==> src/rtl/sha3_squeeze.sv <==
// rtl/sha3_squeeze.sv - Keccak sponge squeeze stage: streams the first OUT_LANES rate lanes
// Captures one permuted 1600-bit state and emits lanes 0..OUT_LANES-1, one 64-bit lane per beat.
module sha3_squeeze #(
    parameter int RATE_LANES = 17,
    parameter int OUT_LANES  = 4
) (
    input  logic          clk,
    input  logic          rst_n,
    input  logic [1599:0] state_in,
    input  logic          state_valid,
    output logic          state_ready,
    output logic [63:0]   dout,
    output logic          dout_valid,
    input  logic          dout_ready,
    output logic          dout_last,
    output logic          busy
);

    generate
        if (RATE_LANES < 1 || RATE_LANES > 25 || OUT_LANES < 1 || OUT_LANES > RATE_LANES) begin : g_bad_params
            $error("sha3_squeeze: illegal RATE_LANES/OUT_LANES combination");
        end
    endgenerate

    localparam int CW = (OUT_LANES > 1) ? $clog2(OUT_LANES) : 1;
    localparam logic [CW-1:0] LAST_IDX = CW'(OUT_LANES - 1);

    typedef enum logic {
        IDLE = 1'b0,
        SEND = 1'b1
    } state_t;

    state_t                   r_state;
    state_t                   w_next;
    logic                     r_ready;
    logic                     r_busy;
    logic                     r_valid;
    logic                     r_last;
    logic [63:0]              r_dout;
    logic [CW-1:0]            r_cnt;
    logic [64*OUT_LANES-1:0]  r_pend;

    logic                     w_capture;
    logic                     w_beat;
    logic [CW-1:0]            w_cnt_inc;
    logic [1663:0]            w_src;
    logic                     w_unused_bits;

    // Zero-padded so the pending-lane slice stays in range even for OUT_LANES=25.
    assign w_src         = {64'b0, state_in};
    assign w_unused_bits = ^w_src;

    always_comb begin
        w_next    = r_state;
        w_capture = (r_state == IDLE) && state_valid && r_ready;
        w_beat    = r_valid && dout_ready;
        w_cnt_inc = r_cnt + CW'(1);
        case (r_state)
            IDLE: if (w_capture) w_next = SEND;
            SEND: if (w_beat && r_last) w_next = IDLE;
            default: w_next = IDLE;
        endcase
    end

    always_ff @(posedge clk) begin
        if (!rst_n) begin
            r_state <= IDLE;
            r_ready <= 1'b0;
            r_busy  <= 1'b0;
            r_valid <= 1'b0;
            r_last  <= 1'b0;
            r_dout  <= '0;
            r_cnt   <= '0;
        end else begin
            r_state <= w_next;
            r_ready <= (w_next == IDLE);
            r_busy  <= (w_next == SEND);
            r_valid <= (w_next == SEND);
            if (w_capture) begin
                r_cnt  <= '0;
                r_dout <= state_in[63:0];
                r_last <= (OUT_LANES == 1);
            end else if (w_beat) begin
                if (r_last) begin
                    r_cnt  <= '0;
                    r_dout <= '0;
                    r_last <= 1'b0;
                end else begin
                    r_cnt  <= w_cnt_inc;
                    r_dout <= r_pend[63:0];
                    r_last <= (w_cnt_inc == LAST_IDX);
                end
            end
        end
    end

    // Lanes 1..OUT_LANES-1 wait here and shift down one lane per accepted beat.
    always_ff @(posedge clk) begin
        if (w_capture) begin
            r_pend <= w_src[64 +: 64*OUT_LANES];
        end else if (w_beat) begin
            r_pend <= r_pend >> 64;
        end
    end

    assign state_ready = r_ready;
    assign busy        = r_busy;
    assign dout_valid  = r_valid;
    assign dout_last   = r_last;
    assign dout        = r_dout;

endmodule
==> config.mk <==
export PLATFORM = sky130hd
export DESIGN_NAME = sha3_squeeze
export DESIGN_NICKNAME = d
export VERILOG_FILES = /design/src/rtl/sha3_squeeze.sv
export SDC_FILE = /design/constraint.sdc
export NUM_CORES = 1
export LEC_CHECK = 0
export ABC_AREA = 1
export CAP_MARGIN = 20
export CELL_PAD_IN_SITES_DETAIL_PLACEMENT = 1
export CELL_PAD_IN_SITES_GLOBAL_PLACEMENT = 1
export CORE_AREA = 2 2 643 645
export DETAILED_ROUTE_END_ITERATION = 6
export DIE_AREA = 0 0 645 647
export PLACE_DENSITY = 0.34
export SYNTH_ARGS = -nofsm -noshare
export SYNTH_HDL_FRONTEND = slang
export SYNTH_SLANG_ARGS = --single-unit
==> constraint.sdc <==
create_clock -name clk -period 11.6 [get_ports clk]
set_clock_uncertainty 0.05 [all_clocks]
set_input_delay 1.74 -clock clk [delete_from_list [all_inputs] [get_ports clk]]
set_output_delay 1.74 -clock clk [all_outputs]
set_load 0.02 [all_outputs]
* Word level (Yosys, flattened, before mapping)
Cells that the tools add are included.
** Word-level totals
- Output and inout port bits :: 68
- Word-level logic and storage cells :: 27
- Bits of input ports :: 1604
- Register bits :: 325
** Operators by class
- Bitwise logic cells :: 3
- Reduce and logical (&&, ||, !) cells :: 6
- Muxes and demuxes :: 10
- Equality and inequality tests :: 1
- Add/sub/neg operators :: 1
** Operators with widths (number)
- 256-bit two-way mux :: 2
- 64-bit two-way mux :: 3
- 1-bit logical AND :: 4
- 1-bit two-way mux :: 3
- 1-bit inverter :: 3
- 2-bit by 1-bit adder with 2-bit output (second input constant) :: 1
- 2-bit equality test (second input constant) :: 1
- 2-bit two-way mux :: 1
- 1-bit one-hot mux with 2 select lines :: 1
- 2-bit nonzero test :: 1
- 2-bit OR reduction :: 1

* Depth between registers and ports, before layout
- Depth in word-level cells :: 6
- Mapped depth :: 9
- Depth with buffers taken out :: 7

* Least setup slack after synthesis
Ideal clock, no wire load.
- Path type :: input-to-reg
- From :: in state_valid
- To :: reg r_pend[0], enable pin
- Path buffers :: 2
- Data required time :: 11043 ps
- Setup time :: 507 ps
- Stages on the path :: 4
- Path slack :: 5818 ps
- Arrival :: 5225 ps
- Cells stage by stage :: buf_2 > nand3_4 > nand2_2 > buf_2
** On the way
- Cells in the longest elaborated chain, start to end :: 3
** Ends and longest elaborated chain
- from (decl) :: RTL line 10 : input logic state_valid,
- 1-bit logical AND (2 in a row) :: RTL line 55 : w_capture = (r_state == IDLE) && state_valid && r_ready;
- 2-bit nonzero test (no line)
- to (signal assigned) :: RTL line 100 : r_pend <= w_src[64 +: 64*OUT_LANES];
- to (signal assigned) :: RTL line 102 : r_pend <= r_pend >> 64;
- to (decl) :: RTL line 41 : logic [64*OUT_LANES-1:0] r_pend;
Every way passes these cells.
A chain may end at the register's enable or synchronous reset.

* Worst setup path in the final report
- From :: in dout_ready
- To :: reg r_pend[87], enable pin
** On the way
- Cells in the longest elaborated chain, start to end :: 2
** Ends and longest elaborated chain
- from (decl) :: RTL line 14 : input logic dout_ready,
- 1-bit logical AND :: RTL line 56 : w_beat = r_valid && dout_ready;
- 2-bit nonzero test (no line)
Every way passes these cells.

==> metrics.txt <==
Max stage delay cell, worst path=nand2_8; crit path from=dout_ready; Peak VDD IR=between 0.0001 and 0.00015 V; WL per Instance=~13 um; Lkg Pwr=between 8 and 9 nW; Max clock buf depth=3; Detailed Routing Iterations Pass 1=5; family with the most delay on the worst path=buffers and inverters; Hold Crit Depth=2; startpoint types=input port; post-cts resize count=0; Post-Syn Nets=between 3000 and 4000; worst min path class=reg2reg; Netlist Area Pre-Place=between 0.01 and 0.015 mm^2; worst reg2reg path depth=4; die area=about 0.42 mm^2; YS warnings=0; Layout fillers=~49000; final worst-path cycle share=a little over 40%; crit path time final=4.75 ns; Crit Path Class=in2reg; Max stage delay on crit path=between 0.8 and 0.9 ns; CTS tree=built; global-route wire length before repair=about 120000 um; post-route cell area=0.0262 mm^2; Worst EP arrival=5.04 ns; grt ovf=0; Critical Path Stages=5; Register Area=0.00907 mm^2; CTS Buf Count=50; largest net degree at the start of global routing=around 150; average instance area after synthesis=about 9.1 um^2; Post-DP Area=between 0.02 and 0.025 mm^2; unrepaired setup endpoints after global routing=false; cell count after synthesis=between 1500 and 2000; ANT nets after route=0; Root Driver=clkbuf_16; Initial Util=between 3 and 4%; Max Slew Vio Count=0; Die Y=647 um; RR Startpoint=dout_valid; CP endpoint kind=register; worst skew pair latency=slightly above 0.7 ns; DRT Wirelength=approximately 100000 um; post-route setup slack=6.85 ns; die width=~650 um; Highest Clock Rate=roughly 210 MHz; sum of negative setup slack=0 ns; layout cells sized above 1=about 4.6%; worst hold slack=approximately 0.38 ns; HP Start=r_pend[25]; dpl ws=between 5 and 6 ns; final net count=around 3500; CP Max Fanout=between 90 and 100; Critical path buffers and inverters=3; initial antenna violation count=111; Top cell by count, worst path=buf_4; Worst EP required=~12 ns; 1st-iter DRT viols=about 460; PortBufs=between 300 and 400; clock transition at the registers of the reported paths=around 0.080 ns; Synth cell types=23; Max-cap violations=0; I/O pin count=between 1500 and 2000; CTS H-Tree Depth=2; CP Cell Sequence=clkdlybuf4s50_1 -> buf_4 -> nand2_4 -> nand2_8 -> buf_4; Seq/Total Area, Yosys=64.4%; synthesized flop and latch total=325; overall track demand over capacity in global routing=~4.6%; Core Area=about 0.41 mm^2; Sink Count=roughly 330; area occupied by multi-input gates=roughly 0.0042 mm^2; Setup Viol. Count Final=0; status=finished, final reports clean; DR vias/cell=1.58; RePlAce Congestion=a little under 0.7; Slew HR=approximately a quarter; Post-CTS Setup Bufs=0; Power Density=133 mW/mm^2; final hold violation count=0; Least-Margin Pin Slew=between 1 and 1.5 ns; Post-CTS Hold Fix Bufs=0; vias in the first global route=~12000; P&R area growth vs syn=85.9%; # DRC=0; DR vias=approximately 12000; post-DP HPWL=between 70000 and 80000 um; post-layout util=about 6.4%; row count=~240
==> cells in the final DEF, fill, tap and decap left out, drive strengths merged, types with 14 or more instances in the layout <==
cell             n
dfxtp           69
clkbuf          62
diode           26
clkinv          25
nand2          797
clkdlybuf4s50  390
buf             14
nand4           54
edfxtp         256
nor2           145
inv             96
nand3           42
==> synthesized netlist by cell type, drive strengths merged <==
| cell | count | area share [%] |
|---|---|---|
| o21ai | 1 | 0.036 |
| nand4 | 54 | 2.4 |
| nor3 | 1 | 0.036 |
| clkinv | 2 | 0.053 |
| clkbuf | 16 | 0.43 |
| dfxtp | 69 | 9.8 |
| edfxtp | 256 | 55 |
| ha | 1 | 0.089 |
| a21oi | 2 | 0.071 |
| inv | 94 | 2.5 |
| nor2 | 145 | 3.9 |
| buf | 75 | 3.1 |
| nand2 | 797 | 21 |
| nand3 | 42 | 1.6 |
==> per-stage QoR <==
| stage | power [mW] | cells |
|---|---|---|
| floorplan | 1.65 | 1555 |
| global placement | 1.96 | 7342 |
| detailed placement | 1.97 | 7342 |
| CTS | 3.61 | 7435 |
| global route | 3.67 | 7440 |
| finish | 3.48 | 7461 |
==> where the power goes <==
group / internal, mW / switching, mW
logic: 0.187 / 0.288
clock network: 0.872 / 0.700
registers: 1.38 / 0.0467
==> sequential cells by signal, summed over array words and instances, names as in the netlist <==
register / cells
dout: 64
dout_last: 1
dout_valid: 1
r_cnt: 2
r_pend: 256
state_ready: 1
==> worst paths after layout <==
kind | end | slack (ns)
worst max-delay path | r_pend[87] | 6.85
worst min-delay path | dout[25] | 0.38
worst max register to register | r_pend[87] | 7.83
worst min register to register | dout[25] | 0.38
==> per-layer routing <==
metal  GRT usage, %  up-vias  wire [um]
met5              0        -        524
met4           1.58       84       3310
met1           5.49     5422      41200
met3           2.09      190       9490
li1               -     5729          -
met2           7.17      370      43400
==> tightest hold or removal path, delay by kind of cell, from the launching register on <==
kind,cells,cell delay (ns)
flops,1,0.32
simple gates,2,0.10
==> cell families after synthesis <==
family          after synthesis  share of synthesized area (%)
simple gates               1039                           29.3
flops                       325                           64.4
buf+inv                     187                           6.12
compound gates                3                          0.107
fa+ha+maj                     1                         0.0889
==> layout make-up <==
| cell class | count | share of cell area (%) |
|---|---|---|
| diodes | 26 | 0.249 |
| clock buffers | 62 | 4.99 |
| multi-input cells | 1043 | 15.9 |
| well taps | 5474 | 26.2 |
| clock inverters | 31 | 1.13 |
| repair buffers | 404 | 15.5 |
| flip-flops and latches | 325 | 34.7 |
| inverters | 96 | 1.42 |
(Power assumes the default switching activity.)
